--- src/rtl/snes_tst_pkg.sv ---
// Shared constants and types for the SNES video post-processing path:
// B-bus register addresses, default OSD window bounds and the blank pair type.
package snes_tst_pkg;

  localparam logic [7:0] INIDISP_ADDR = 8'h00;
  localparam int         BRIGHT_W     = 4;

  localparam int OSD_X1_DEF    = 64;
  localparam int OSD_X2_DEF    = 192;
  localparam int OSD_Y1_DEF    = 32;
  localparam int OSD_Y2_DEF    = 96;
  localparam int OSD_SHIFT_DEF = 2;

  typedef struct packed {
    logic hblank;
    logic vblank;
  } blank_t;

  localparam blank_t BLANK_IDLE = '{hblank: 1'b1, vblank: 1'b1};

endpackage

--- src/rtl/snes_bbus_snoop.sv ---
// Snoops one PPU B-bus register: synchronises the write strobe, latches the
// bus while it is low and commits brightness/force-blank on its rising edge.
module snes_bbus_snoop
  import snes_tst_pkg::*;
#(
  parameter logic [7:0] MATCH_ADDR = INIDISP_ADDR,
  parameter int         BRIGHT_RST = 15
) (
  input  logic                CLK_i,
  input  logic                RST_i,
  input  logic                PAWR_N_i,
  input  logic [7:0]          PADDR_i,
  input  logic [7:0]          PDATA_i,
  output logic [BRIGHT_W-1:0] BRIGHT_o,
  output logic                FBLANK_o
);

  // [0],[1]: synchroniser stages; [2]: previous synced value for edge detect
  logic [2:0]          sync_q;
  logic [7:0]          addr_q, addr_d;
  logic [BRIGHT_W-1:0] lat_bright_q, lat_bright_d;
  logic                lat_fblank_q, lat_fblank_d;
  logic [BRIGHT_W-1:0] bright_q, bright_d;
  logic                fblank_q, fblank_d;
  logic                strobe_n, strobe_rise;

  assign strobe_n    = sync_q[1];
  assign strobe_rise = sync_q[1] & ~sync_q[2];

  // NOTE: every output of an always_comb block gets a default first, so no
  // path can leave it unassigned and infer a latch.
  always_comb begin
    addr_d       = addr_q;
    lat_bright_d = lat_bright_q;
    lat_fblank_d = lat_fblank_q;
    bright_d     = bright_q;
    fblank_d     = fblank_q;
    if (!strobe_n) begin
      addr_d       = PADDR_i;
      lat_bright_d = PDATA_i[BRIGHT_W-1:0];
      lat_fblank_d = PDATA_i[7];
    end
    if (strobe_rise && addr_q == MATCH_ADDR) begin
      bright_d = lat_bright_q;
      fblank_d = lat_fblank_q;
    end
  end

  // NOTE: sequential state uses non-blocking assignments so every flop
  // samples pre-edge values regardless of statement order.
  always_ff @(posedge CLK_i or posedge RST_i) begin
    if (RST_i) begin
      sync_q       <= 3'b111;
      addr_q       <= '0;
      lat_bright_q <= '0;
      lat_fblank_q <= 1'b0;
      bright_q     <= BRIGHT_W'(BRIGHT_RST);
      fblank_q     <= 1'b0;
    end else begin
      sync_q       <= {sync_q[1:0], PAWR_N_i};
      addr_q       <= addr_d;
      lat_bright_q <= lat_bright_d;
      lat_fblank_q <= lat_fblank_d;
      bright_q     <= bright_d;
      fblank_q     <= fblank_d;
    end
  end

  assign BRIGHT_o = bright_q;
  assign FBLANK_o = fblank_q;

endmodule

--- src/rtl/snes_video_proc.sv ---
// PPU RGB to DAC path: INIDISP brightness scaling, H/V position tracking and
// OSD window dimming. Define VIDPROC_FBLANK_EN to blank colour on force-blank.
module snes_video_proc
  import snes_tst_pkg::*;
#(
  parameter int IN_W       = 5,
  parameter int OUT_W      = 9,
  parameter int H_W        = 11,
  parameter int V_W        = 9,
  parameter int H_DIV      = 4,
  parameter int OSD_X1     = OSD_X1_DEF,
  parameter int OSD_X2     = OSD_X2_DEF,
  parameter int OSD_Y1     = OSD_Y1_DEF,
  parameter int OSD_Y2     = OSD_Y2_DEF,
  parameter int OSD_SHIFT  = OSD_SHIFT_DEF,
  parameter int BRIGHT_RST = 15
) (
  input  logic             CLK_i,
  input  logic             RST_i,
  input  logic             PAWR_N_i,
  input  logic [7:0]       PADDR_i,
  input  logic [7:0]       PDATA_i,
  input  logic             HBLANK_i,
  input  logic             VBLANK_i,
  input  logic             OSD_EN_i,
  input  logic [IN_W-1:0]  R_i,
  input  logic [IN_W-1:0]  G_i,
  input  logic [IN_W-1:0]  B_i,
  output logic [OUT_W-1:0] R_o,
  output logic [OUT_W-1:0] G_o,
  output logic [OUT_W-1:0] B_o,
  output logic             HBLANK_o,
  output logic             VBLANK_o,
  output logic [3:0]       BRIGHT_o,
  output logic             FBLANK_o,
  output logic [H_W-1:0]   H_CNT_o,
  output logic [V_W-1:0]   V_CNT_o
);

  localparam int P_W  = IN_W + BRIGHT_W;
  localparam int PS_W = (H_DIV > 1) ? $clog2(H_DIV) : 1;

  logic [BRIGHT_W-1:0] bright;
  logic                fblank;

  snes_bbus_snoop #(
    .MATCH_ADDR (INIDISP_ADDR),
    .BRIGHT_RST (BRIGHT_RST)
  ) u_inidisp (
    .CLK_i    (CLK_i),
    .RST_i    (RST_i),
    .PAWR_N_i (PAWR_N_i),
    .PADDR_i  (PADDR_i),
    .PDATA_i  (PDATA_i),
    .BRIGHT_o (bright),
    .FBLANK_o (fblank)
  );

  logic [PS_W-1:0] ps_q, ps_d;
  logic [H_W-1:0]  h_q, h_d;
  logic [V_W-1:0]  v_q, v_d;
  logic            hb_prev_q;

  always_comb begin
    ps_d = ps_q;
    h_d  = h_q;
    v_d  = v_q;
    if (HBLANK_i) begin
      ps_d = '0;
      h_d  = H_W'(1);
    end else if (ps_q == PS_W'(H_DIV - 1)) begin
      ps_d = '0;
      if (h_q != '1) h_d = h_q + 1'b1;
    end else begin
      ps_d = ps_q + 1'b1;
    end
    // VBLANK has priority over a coincident line start
    if (VBLANK_i) begin
      v_d = '0;
    end else if (HBLANK_i && !hb_prev_q && v_q != '1) begin
      v_d = v_q + 1'b1;
    end
  end

  always_ff @(posedge CLK_i or posedge RST_i) begin
    if (RST_i) begin
      ps_q      <= '0;
      h_q       <= H_W'(1);
      v_q       <= '0;
      hb_prev_q <= 1'b1;
    end else begin
      ps_q      <= ps_d;
      h_q       <= h_d;
      v_q       <= v_d;
      hb_prev_q <= HBLANK_i;
    end
  end

  logic in_win;
  assign in_win = OSD_EN_i
                & (h_q >  H_W'(OSD_X1)) & (h_q <= H_W'(OSD_X2))
                & (v_q >  V_W'(OSD_Y1)) & (v_q <= V_W'(OSD_Y2));

  function automatic logic [OUT_W-1:0] scale(input logic [IN_W-1:0]     c,
                                             input logic                win,
                                             input logic [BRIGHT_W-1:0] br);
    logic [IN_W-1:0]      cs;
    logic [P_W-1:0]       prod;
    logic [P_W+OUT_W-1:0] wide;
    cs   = win ? (c >> OSD_SHIFT) : c;
    prod = P_W'(cs) * P_W'(br);
    wide = (P_W + OUT_W)'(prod);
    return wide[OUT_W-1:0];
  endfunction

  logic [IN_W-1:0]  r1_q, g1_q, b1_q;
  logic             win1_q;
  blank_t           blank1_q, blank2_q;
  logic [OUT_W-1:0] r2_q, g2_q, b2_q;
  logic [OUT_W-1:0] r2_d, g2_d, b2_d;

  always_comb begin
    r2_d = scale(r1_q, win1_q, bright);
    g2_d = scale(g1_q, win1_q, bright);
    b2_d = scale(b1_q, win1_q, bright);
`ifdef VIDPROC_FBLANK_EN
    if (fblank) begin
      r2_d = '0;
      g2_d = '0;
      b2_d = '0;
    end
`endif
  end

  always_ff @(posedge CLK_i or posedge RST_i) begin
    if (RST_i) begin
      r1_q     <= '0;
      g1_q     <= '0;
      b1_q     <= '0;
      win1_q   <= 1'b0;
      blank1_q <= BLANK_IDLE;
      r2_q     <= '0;
      g2_q     <= '0;
      b2_q     <= '0;
      blank2_q <= BLANK_IDLE;
    end else begin
      r1_q     <= R_i;
      g1_q     <= G_i;
      b1_q     <= B_i;
      win1_q   <= in_win;
      blank1_q <= '{hblank: HBLANK_i, vblank: VBLANK_i};
      r2_q     <= r2_d;
      g2_q     <= g2_d;
      b2_q     <= b2_d;
      blank2_q <= blank1_q;
    end
  end

  assign R_o      = r2_q;
  assign G_o      = g2_q;
  assign B_o      = b2_q;
  assign HBLANK_o = blank2_q.hblank;
  assign VBLANK_o = blank2_q.vblank;
  assign BRIGHT_o = bright;
  assign FBLANK_o = fblank;
  assign H_CNT_o  = h_q;
  assign V_CNT_o  = v_q;

endmodule

--- config.mk ---
export PLATFORM = sky130hd
export DESIGN_NAME = snes_video_proc
export DESIGN_NICKNAME = d
export VERILOG_FILES = /design/src/rtl/snes_tst_pkg.sv /design/src/rtl/snes_bbus_snoop.sv /design/src/rtl/snes_video_proc.sv
export SDC_FILE = /design/constraint.sdc
export NUM_CORES = 1
export LEC_CHECK = 0
export ABC_CLOCK_PERIOD_IN_PS = 8000
export CORE_ASPECT_RATIO = 0.8
export CORE_MARGIN = 4
export CORE_UTILIZATION = 39
export CTS_CLUSTER_DIAMETER = 80
export CTS_CLUSTER_SIZE = 10
export DETAILED_ROUTE_END_ITERATION = 8
export SLEW_MARGIN = 0
export SYNTH_ARGS = -nofsm -noshare
export SYNTH_HDL_FRONTEND = slang
export SYNTH_SLANG_ARGS = --single-unit
--- constraint.sdc ---
create_clock -name CLK_i -period 8 [get_ports CLK_i]
set_input_delay 2.4 -clock CLK_i [delete_from_list [all_inputs] [get_ports CLK_i]]
set_output_delay 2.4 -clock CLK_i [all_outputs]
set_load 0.03 [all_outputs]
==> Word-level counts from Yosys, hierarchy flattened <==
Cells that the tools add are included.
{ "word_totals": {"latch_bits": 0, "romBits": 0, "wordCells": 58, "ram_bits": 0, "output_inout_bits": 54, "inputBits": 37, "n_memories": 0, "ff_bits": 90} }
{ "classes": {"muxes": 10, "n_bitwise": 6, "addsub": 3, "magnitude_cmp": 4, "div_mod_pow": 0, "n_eq_ne": 3, "reduce_logical": 9, "shifts": 0, "mul": 3} }
{ "op_table": {"columns": ["op", "n"], "rows": [
  ["$mux W11", 3],
  ["$mul A5 B4 Y9", 3],
  ["$mux W9", 2],
  ["$mux W5", 3],
  ["$add A11 B1 Y11 const B", 1],
  ["$gt A11 B7 Y1 const B", 1],
  ["$le A11 B8 Y1 const B", 1],
  ["$ne A11 B11 Y1 const B", 1],
  ["$add A9 B1 Y9 const B", 1],
  ["$gt A9 B6 Y1 const B", 1],
  ["$le A9 B7 Y1 const B", 1],
  ["$ne A9 B9 Y1 const B", 1],
  ["$logic_not A8 Y1", 1],
  ["$reduce_bool A2 Y1", 3],
  ["$and A1 B1 Y1", 5],
  ["$mux W2", 2],
  ["$logic_and A1 B1 Y1", 3],
  ["$add A2 B1 Y2 const B", 1],
  ["$eq A2 B2 Y1 const B", 1],
  ["$reduce_and A2 Y1", 1],
  ["$logic_not A1 Y1", 1],
  ["$not A1 Y1", 1]
]} }

==> Logic depth before layout (Yosys ltp) <==
Gate-level depths: netlist (run 1).
{ "logic_depth": {"word_depth": 5, "mapped_depth": 13, "depth_no_buf": 11} }

==> Hierarchy <==
Synthesis (run 1) repeated with hierarchy kept, for this count alone.
{ "unflattened": {"cells_unflattened": 453, "area_unflattened_um2": 5084.9} }
{ "by_module_without_submodules": {"columns": ["module", "seq_area_each_um2", "cells_per_inst", "instances", "area_each_um2"], "rows": [
  ["snes_video_proc", 1732.9, 408, 1, 4289.1],
  ["snes_bbus_snoop", 534.3, 45, 1, 795.8]
]} }

==> Least setup slack after synthesis (run 1) <==
No wires, ideal clock.
{ "synth_path": {"path_type": "register to register", "startpoint": "reg win1_q", "endpoint": "reg g2_q[8] (netlist: G_o[8])", "stages_incl_launch_ff": 14, "period_less_slack_ps": 3560, "t_arrival_ps": 3492, "setup_slack_ps": 4440, "n_path_buf": 2, "required_time_ps": 7931, "setup_time_ps": 69, "cell_sequence": "dfrtp_1 > clkbuf_1 > buf_2 > mux2i_1 > nor2b_1 > fa_1 > inv_1 > fa_1 > inv_1 > ha_1 > nor2b_1 > o31a_1 > or4b_1 > nand3_1"} }
{ "synth_via": {"elab_chain_len": 2} }
{ "synth_lines": {"columns": ["item", "line", "rtl"], "rows": [
  ["start: declaration", "snes_video_proc.sv:117", "logic win1_q;"],
  ["start signal: assignment", "snes_video_proc.sv:150", "win1_q <= in_win;"],
  ["$mux W5", "snes_video_proc.sv:110", "cs = win ? (c >> OSD_SHIFT) : c;"],
  ["$mul A5 B4 Y9", "snes_video_proc.sv:111", "prod = P_W'(cs) * P_W'(br);"],
  ["net g2_d[8]", "snes_video_proc.sv:120", "logic [OUT_W-1:0] r2_d, g2_d, b2_d;"],
  ["end signal: assignment", "snes_video_proc.sv:153", "g2_q <= g2_d;"],
  ["end: declaration", "snes_video_proc.sv:119", "logic [OUT_W-1:0] r2_q, g2_q, b2_q;"]
]} }
The timed path passes the listed nets, and every way through them passes these cells.
A chain may end at the register's enable or synchronous reset.

==> Worst setup path after layout (run 1) <==
{ "layout_path": {"startpoint": "reg u_inidisp.bright_q[2] (netlist: u_inidisp.BRIGHT_o[2])", "endpoint": "out BRIGHT_o[2]"} }
{ "layout_rtl": {"columns": ["item", "line", "rtl"], "rows": [
  ["start: declaration", "snes_bbus_snoop.sv:23", "logic [BRIGHT_W-1:0] bright_q, bright_d;"],
  ["start signal: assignment", "snes_bbus_snoop.sv:57", "bright_q <= BRIGHT_W'(BRIGHT_RST);"],
  ["start signal: assignment", "snes_bbus_snoop.sv:64", "bright_q <= bright_d;"],
  ["end: declaration", "snes_video_proc.sv:34", "output logic [3:0] BRIGHT_o,"]
]} }
No word-level cell between the ends.

==> impl_metrics.tcl, run 1 <==
set metrics [dict create \
    globalRoute.totalOverflow 0 \
    synth.mux.area_fraction_pct 6.64 \
    viasPerCell 4.75 \
    critical_path_required_ns 5.60 \
    post-route-cell-area_um2 6370 \
    grt_max_degree 51 \
    grt.total_usage_pct 14.7 \
    yosys_most_used_dff "dfrtp_1" \
    tritoncts "done" \
    synth_top_family_by_area "adder cells" \
    max_freq_mhz 243 \
    p_int_uw 762 \
    worstHoldEndpoint "u_inidisp.sync_q[1]" \
    crit_path_max_fanout 12 \
    number_of_warning_messages_in_the_yosys_log 0 \
    floorplan.io_pins 91 \
    place_inst 699 \
    delay_heaviest_family_cp "buffers and inverters" \
    sequentialPowerShare_pct 48.6 \
    synthesis.area_um2 5030 \
    swShare_pct 25.4 \
    number_of_violations_of_the_max_capacitance_limit 0 \
    cp_cell_sequence "clkdlybuf4s50_1" \
    final_antenna_net_count 0 \
    p_clk_share_pct 38.9 \
    timing.final.hold_violations 0 \
    irDropWorstVdd_uv 96.2 \
    synth-simple-area-share_pct 16.7 \
    syn_to_final_growth_pct 26.6 \
    nets 639 \
    start_util_pct 40.6 \
    post-route-period-util_pct 51.5 \
    number_of_antenna_violations_at_the_first_check_in_global_routing 0 \
    num_vias 3399 \
    synth_sequential_area_ratio_pct 45.1 \
    commonest_non_fill_non_tap_cells_in_the_layout "clkdlybuf4s50_1 (87), dfrtp_1 (78), ha_1 (45), inv_1 (43), nor2b_1 (39)" \
    cts.sinks 90 \
    asyncSetResetFlopFracSynth_pct 100 \
    drcViolationCount 0 \
    per_instance_average_area_after_synthesis_um2 11.2 \
    cp-end-kind "output port" \
    via_count_of_the_first_global_routing_pass 3486 \
    placementRows 36 \
    report.final.slew_viol_count 0 \
    timing.max_slew.rel_slack_pct 43.2 \
    hpwl_um 7370 \
    drt_wl_total_um 9960 \
    cts_root_buf "clkbuf_16" \
    setup_total_negative_slack_ns 0 \
    crit_type "reg -> out" \
    drive_gt1_share_pct 10.1 \
    timing.hold.worst.class "reg -> reg" \
    routedWlPerCell_um 13.9 \
    postCtsHoldBufs 0 \
    worstMarginPinSlew_ns 0.852 \
    arr_time_crit_path_ns 1.72 \
    place_ws_ns 3.59 \
    comb_power_share_pct 12.5 \
    max-clock-path-buffers 2 \
    worst-r2r-setup-slack_ns 4.14 \
    synth_edf_count 0 \
    powerDensity_nw_per_um2 160 \
    finalWorstSetupSlack_ns 3.88 \
    timing.critical_path.from_type "flop" \
    mostFrequentLayoutCell "clkdlybuf4s50_1" \
    synth-adder-area-share_pct 18.4 \
    x_dimension_of_the_die_um 135 \
    run_status "finished clean" \
    timing.final.setup_violations 0 \
    critPathSlowestCell "clkdlybuf4s50_1" \
    reg2regPathDepth 11 \
    globalplace.congestion 0.822 \
    netlist-cell-type-count 42 \
    worst_hold_startpoint "u_inidisp.sync_q[0]" \
    post_cts.repair.setup_buffers 0 \
    die_area_um2 14800 \
    buffer_ports.inserted 87 \
    timing.rr.end "G_o[8]" \
    post_synth_xor_area_fraction_pct 3.31 \
    crit_path_max_incr_delay_ns 0.72 \
    drt_first_pass_iters 4 \
    final_period_minus_worst_setup_slack_ns 4.12 \
    chipHeight_um 110 \
    r2r_start "win1_q" \
    setup_repair_after_global_routing_missed_its_margin "false" \
    synth-compound-area-share_pct 5.92 \
    grt_pass1_wl_um 17100 \
    layout.filler_cells 1117 \
    timing.hold.ws_ns 0.356 \
    clock_skew_ns 0.00610 \
    placed_area_um2 6090 \
    cts_made_buffers 9 \
    switch_pwr_uw 260 \
    worstPathBufferInverterCount 1 \
    synthCells 449 \
    reported_leakage_power_uw 0.00287 \
    synth_nets 549 \
    detailedRoute.firstIterationViolations 94 \
    clock_insertion_delay_worst_skew_ns 0.34 \
    antenna_cells_inserted 0 \
    worst_setup_hold_path_clk_slew_ns 0.06 \
    post_cts_resize_count 0 \
    design.core.area_um2 12400 \
    fin_cells 715 \
    synth_seq_cells 90 \
    h-tree-depth 3 \
    timing.hold.worst_path_depth 0 \
]
[metrics by stage]
stage	utilization (%)	power, µW
after floorplan	-	579
after global placement	49.2	633
after detailed placement	49.2	635
after CTS	51.4	1040
after global routing	51.4	1080
final	51.4	1020
[flip-flops by register name, summed over array words and instances (netlist names)]
register	count
B_o	9
G_o	9
HBLANK_o	1
H_CNT_o	11
R_o	9
VBLANK_o	1
V_CNT_o	9
b1_q	5
blank1_q	2
g1_q	5
ps_q	2
r1_q	5
u_inidisp.BRIGHT_o	4
u_inidisp.FBLANK_o	1
u_inidisp.addr_q	8
u_inidisp.lat_bright_q	4
u_inidisp.lat_fblank_q	1
u_inidisp.sync_q	3
win1_q	1
[cell usage after synthesis, types with 15 or more instances]
master,number,area (µm²)
nor2_1,28,105
and2_1,18,113
fa_1,18,360
mux2_2,19,214
dfrtp_1,78,1950
ha_1,45,563
a21oi_1,15,75.1
nand2_1,19,71.3
nor2b_1,39,244
inv_1,44,165
[area by class of cell]
| class | instances | area (µm²) | area share, % |
|---|---|---|---|
| clock buffers | 11 | 243 | 3.81 |
| clock inverters | 5 | 37.5 | 0.589 |
| inverters | 44 | 166 | 2.61 |
| multi-input cells | 306 | 2560 | 40.2 |
| flip-flops and latches | 90 | 2270 | 35.6 |
| well taps | 171 | 214 | 3.36 |
| repair buffers | 88 | 878 | 13.8 |
[layer usage]
layer	GRT usage [%]	vias to the layer above	share of wire (%)
met2	23.1	85	47
li1	-	1690	-
met4	4.17	0	1.1
met1	19.8	1614	47
met5	0	-	0
met3	4.44	10	5.5
[power groups by stage]
stage | clock [µW] | combinational (µW) | sequential, µW
floorplan | 0 | 58.8 | 520
global placement | 0 | 128 | 505
detailed placement | 0 | 129 | 506
CTS | 414 | 131 | 497
global route | 434 | 142 | 501
finish | 397 | 128 | 497
[worst max-delay path by stage]
stage | start | to | slack, ns | depth (start not counted)
floorplan | RST_i | B_o[0] | 3.28 | 1
global placement | HBLANK_i | V_CNT_o[7] | 3.61 | 5
detailed placement | HBLANK_i | V_CNT_o[4] | 3.59 | 5
CTS | u_inidisp.BRIGHT_o[1] | BRIGHT_o[1] | 3.85 | 1
global route | HBLANK_i | V_CNT_o[7] | 3.79 | 5
finish | u_inidisp.BRIGHT_o[2] | BRIGHT_o[2] | 3.88 | 1
[cell families after synthesis]
group	Yosys count
compound gates	43
buf+inv	53
mux	31
fa+ha+maj	63
simple gates	150
flops	90
xor+xnor	19
No activity file was read; power rests on OpenSTA's default activity.
==> run 2: changes to the inputs <==
- ABC_CLOCK_PERIOD_IN_PS: 8000 -> 3740
- clock period: 8 -> 3.74 ns (I/O delays scaled with it)
==> run 2 against run 1 <==
Effect of this change: critical path depth is 11 higher; non-clock buffer count rose by 16; register-to-register slack worse by 3.9 ns; highest routed layer unchanged; sequential power rose by 110%; total power increased by 110%; clock power rose by 110%.
==> impl_metrics.tcl, run 2 (synthesized netlist as in run 1, its figures left out) <==
set metrics [dict create \
    run_status "finished clean" \
    max_reg_flops 11 \
    buffer_ports.inserted 87 \
    num_vias 3500 \
    report.final.slew_viol_count 0 \
    floorplan.io_pins 91 \
    critical_path_required_ns 4.01 \
    timing.max_slew.rel_slack_pct 54.1 \
    fin_cells 731 \
    post_cts.repair.setup_buffers 0 \
    powerDensity_nw_per_um2 337 \
    setup_repair_after_global_routing_missed_its_margin "false" \
    timing.hold.worst.class "reg -> reg" \
    globalplace.congestion 0.786 \
    cp-end-kind "flop" \
    met2_track_demand_over_resource_in_global_routing_pct 24.6 \
    timing.hold.ws_ns 0.356 \
    nets 655 \
    design.core.area_um2 12400 \
    x_dimension_of_the_die_um 135 \
    drive_gt1_share_pct 12.7 \
    grt_pass1_wl_um 17500 \
    detailedRoute.firstIterationViolations 114 \
    routedWlPerCell_um 13.9 \
    number_of_antenna_violations_at_the_first_check_in_global_routing 0 \
    number_of_violations_of_the_max_capacitance_limit 0 \
    clock_skew_ns 0.00849 \
    h-tree-depth 3 \
    syn_to_final_growth_pct 29.5 \
    final_period_minus_worst_setup_slack_ns 3.51 \
    cts.sinks 90 \
    worstMarginPinSlew_ns 0.688 \
    drcViolationCount 0 \
    grt.met1_usage_pct 19.3 \
    drt_wl_total_um 10200 \
    setup_total_negative_slack_ns 0 \
    via_count_of_the_first_global_routing_pass 3701 \
    max_freq_mhz 285 \
    postCtsHoldBufs 0 \
    mostFrequentLayoutCell "clkdlybuf4s50_1" \
    drt_first_pass_iters 4 \
    irDropWorstVdd_uv 240 \
    crit_path_max_fanout 7 \
    finalCoreUtilization_pct 52.6 \
    placementRows 36 \
    timing.critical_path.from_type "flop" \
    crit_type "reg -> reg" \
    clock_insertion_delay_worst_skew_ns 0.34 \
    timing.final.hold_violations 0 \
    grt.total_usage_pct 14.8 \
    cts_made_buffers 9 \
    hpwl_um 7550 \
    cts_root_buf "clkbuf_16" \
    grt.met3_usage_pct 4.25 \
    die_area_um2 14800 \
    max-clock-path-buffers 2 \
    finalPower_uw 2200 \
    place_inst 715 \
    tritoncts "done" \
    chipHeight_um 110 \
    top_usage_layer "met2" \
    viasPerCell 4.79 \
    worst_setup_hold_path_clk_slew_ns 0.07 \
    timing.final.setup_violations 0 \
    layout.filler_cells 1079 \
    grt_max_degree 53 \
    globalRoute.totalOverflow 0 \
    start_util_pct 40.6 \
    post-route-period-util_pct 93.8 \
    reported_leakage_power_uw 0.00296 \
    post_cts_resize_count 0 \
    arr_time_crit_path_ns 3.77 \
    antenna_cells_inserted 0 \
    final_antenna_net_count 0 \
    commonest_non_fill_non_tap_cells_in_the_layout "clkdlybuf4s50_1 (87), dfrtp_1 (78), ha_1 (45), inv_1 (43), nor2b_1 (39)" \
]
[run 2: changes by cell type in the layout (fill, tap and decap cells not counted), sizes merged]
cell,change
buf,+16
[run 2: layer usage]
layer	up-vias	share of wire, %
met5	-	0
met1	1700	48
met2	76	47
li1	1720	-
met3	4	4.5
met4	0	0.39
[run 2: worst max-delay path, cell delays in order, from the launching register on]
cell     delay, ns
dfrtp_1       0.51
buf_12        0.16
mux2i_1       0.23
nor2b_1       0.09
fa_1          0.55
inv_1         0.06
fa_1          0.52
inv_1         0.04
ha_1          0.29
nor2b_1       0.15
o31a_1        0.26
or4b_1        0.47
nand3_1       0.09
[run 2: path summary, 6_finish.rpt]
path | slack [ns] | startpoint | cells after the start | end
setup / recovery | 0.23 | win1_q | 12 | G_o[8]
hold / removal | 0.36 | u_inidisp.sync_q[0] | 0 | u_inidisp.sync_q[1]
setup reg to reg | 0.23 | win1_q | 12 | G_o[8]
hold reg to reg | 0.36 | u_inidisp.sync_q[0] | 0 | u_inidisp.sync_q[1]
max in group asynchronous | 1.81 | RST_i | 3 | u_inidisp.BRIGHT_o[3]
min in group asynchronous | 1.19 | RST_i | 2 | u_inidisp.addr_q[7]
[run 2: layout make-up]
| class | instances | area [µm²] | area share (%) |
|---|---|---|---|
| Multi-Input combinational cell | 306 | 2560 | 39.4 |
| Clock buffer | 11 | 243 | 3.73 |
| Tap cell | 171 | 214 | 3.28 |
| Sequential cell | 90 | 2270 | 34.8 |
| Clock inverter | 5 | 37.5 | 0.576 |
| Inverter | 44 | 166 | 2.55 |
| Timing Repair Buffer | 104 | 1020 | 15.7 |
[run 2: power by group]
group,switching (µW),total (µW),internal (µW)
sequential,33.2,1060,1030
clock,375,846,471
combinational,146,289,142
total,554,2200,1640
[run 2: through the flow]
stage	area [µm²]	setup WS, ns
5_1_grt	6520	0.0623
6_report	6520	0.233
3_3_place_gp	6230	0.308
2_1_floorplan	5030	0.180
4_1_cts	6520	0.208
3_5_place_dp	6230	0.231
==> run 3: changes to the inputs <==
- SETUP_SLACK_MARGIN: unset -> 0.2
==> run 3 against run 2 <==
Effect of this change: combinational power hardly changed; worst setup slack better by 0.12 ns; sequential power hardly changed; critical endpoint unchanged.
==> impl_metrics.tcl, run 3 (synthesized netlist as in run 1, its figures left out) <==
set metrics [dict create \
    x_dimension_of_the_die_um 135 \
    antenna_cells_inserted 0 \
    setup_total_negative_slack_ns 0 \
    switch_pwr_uw 566 \
    max_freq_mhz 296 \
    crit_type "reg -> reg" \
    nets 658 \
    report.final.slew_viol_count 0 \
    p_clk_share_pct 38.8 \
    timing.final.setup_violations 0 \
    globalRoute.totalOverflow 0 \
    critPathSlowestCell "fa_1" \
    drt_wl_total_um 10200 \
    cts_made_buffers 9 \
    number_of_violations_of_the_max_capacitance_limit 0 \
    cp-end-kind "flop" \
    drcViolationCount 0 \
    comb_power_share_pct 13.1 \
    delay_heaviest_family_cp "adder cells" \
    timing.final.hold_violations 0 \
    timing.hold.ws_ns 0.356 \
    num_vias 3483 \
    clock_skew_ns 0.00931 \
    tritoncts "done" \
    via_count_of_the_first_global_routing_pass 3579 \
    drive_gt1_share_pct 13.5 \
    routedWlPerCell_um 13.9 \
    swShare_pct 25.6 \
    drt_first_pass_iters 4 \
    arr_time_crit_path_ns 3.65 \
    irDropWorstVdd_uv 206 \
    hpwl_um 7670 \
    timing.max_slew.rel_slack_pct 44.3 \
    viasPerCell 4.75 \
    final_period_minus_worst_setup_slack_ns 3.38 \
    crit_path_max_incr_delay_ns 0.54 \
    run_status "finished clean" \
    globalplace.congestion 0.790 \
    timing.hold.worst.class "reg -> reg" \
    p_int_uw 1640 \
    final_antenna_net_count 0 \
    worstMarginPinSlew_ns 0.835 \
    worst_setup_hold_path_clk_slew_ns 0.07 \
    start_util_pct 40.6 \
    finalCoreUtilization_pct 52.8 \
    die_area_um2 14800 \
    commonest_non_fill_non_tap_cells_in_the_layout "clkdlybuf4s50_1 (87), dfrtp_1 (77), ha_1 (45), inv_1 (43), nor2b_1 (39)" \
    h-tree-depth 3 \
    timing.critical_path.from_type "flop" \
    post-route-period-util_pct 90.4 \
    buffer_ports.inserted 87 \
    grt_pass1_wl_um 17500 \
    cp_cell_sequence "buf_12 > mux2i_1 > nor2b_1 > fa_1 > inv_1 > fa_1 > inv_1 > ha_1 > nor2b_1 > o31a_1 > or4b_1 > nand3_1" \
    detailedRoute.firstIterationViolations 131 \
    cts.sinks 90 \
    worstPathBufferInverterCount 3 \
    place_inst 716 \
    grt_max_degree 47 \
    grt.total_usage_pct 15.0 \
    crit_path_max_fanout 5 \
    syn_to_final_growth_pct 30.0 \
    mostFrequentLayoutCell "clkdlybuf4s50_1" \
    fin_cells 734 \
    critical_path_required_ns 4.01 \
    postCtsHoldBufs 0 \
    setup_repair_after_global_routing_missed_its_margin "false" \
    placementRows 36 \
    chipHeight_um 110 \
    floorplan.io_pins 91 \
    max_reg_flops 11 \
    max-clock-path-buffers 2 \
    powerDensity_nw_per_um2 338 \
    number_of_antenna_violations_at_the_first_check_in_global_routing 0 \
    reported_leakage_power_uw 0.00298 \
    worst-r2r-setup-slack_ns 0.36 \
    clock_insertion_delay_worst_skew_ns 0.34 \
    sequentialPowerShare_pct 48.0 \
    design.core.area_um2 12400 \
    cts_root_buf "clkbuf_16" \
]
-- run 3: worst paths after layout --
path | end | cells past startpoint | startpoint
max in group asynchronous | u_inidisp.BRIGHT_o[3] | 3 | RST_i
worst max-delay path | G_o[8] | 12 | win1_q
min in group asynchronous | H_CNT_o[3] | 2 | RST_i
worst min register to register | u_inidisp.sync_q[1] | 0 | u_inidisp.sync_q[0]
worst min-delay path | u_inidisp.sync_q[1] | 0 | u_inidisp.sync_q[0]
worst max register to register | G_o[8] | 12 | win1_q
-- run 3: through the flow --
step / total power [µW] / worst slack, ns / cell area [µm²]
floorplan: 1240 / 0.234 / 5030
global placement: 1370 / 0.326 / 6240
detailed placement: 1370 / 0.272 / 6240
CTS: 2250 / 0.252 / 6520
global route: 2320 / 0.218 / 6540
finish: 2210 / 0.358 / 6540
-- run 3: routing by layer --
layer	share of wire, %	global-route usage [%]	vias to the layer above
met5	0	0	-
met4	0.77	4.03	0
met3	5.6	4.53	7
met2	46	23.6	85
met1	47	20.3	1667
li1	-	-	1724
-- run 3: worst reg2reg max path: cells and delay by family (launching register included) --
| kind | cells | cell delay (ns) |
|---|---|---|
| AOI/OAI and AO/OA | 1 | 0.26 |
| DFF | 1 | 0.43 |
| adders and majority gates | 3 | 1.36 |
| muxes | 1 | 0.23 |
| and+or+nand+nor | 4 | 0.80 |
| buffers and inverters | 3 | 0.24 |
-- run 3: final cells by class --
type / instances / area, µm²
Clock buffer: 11 / 243
Clock inverter: 5 / 37.5
Fill cell: 1097 / 5840
Inverter: 44 / 166
Multi-Input combinational cell: 306 / 2570
Sequential cell: 90 / 2270
Tap cell: 171 / 214
Timing Repair Buffer: 107 / 1050
-- run 3: power groups by stage --
stage / registers [µW] / clock network [µW] / logic (µW)
after floorplan: 1110 / 0 / 126
after CTS: 1060 / 888 / 297
after detailed placement: 1080 / 0 / 295
after global routing: 1070 / 930 / 324
final: 1060 / 858 / 290
after global placement: 1080 / 0 / 290
-- run 3: timing repair --
action | in CTS | in global routing
resized for setup | 0 | 2
endpoints found under the setup margin | 0 | 4
setup buffers | 0 | 2
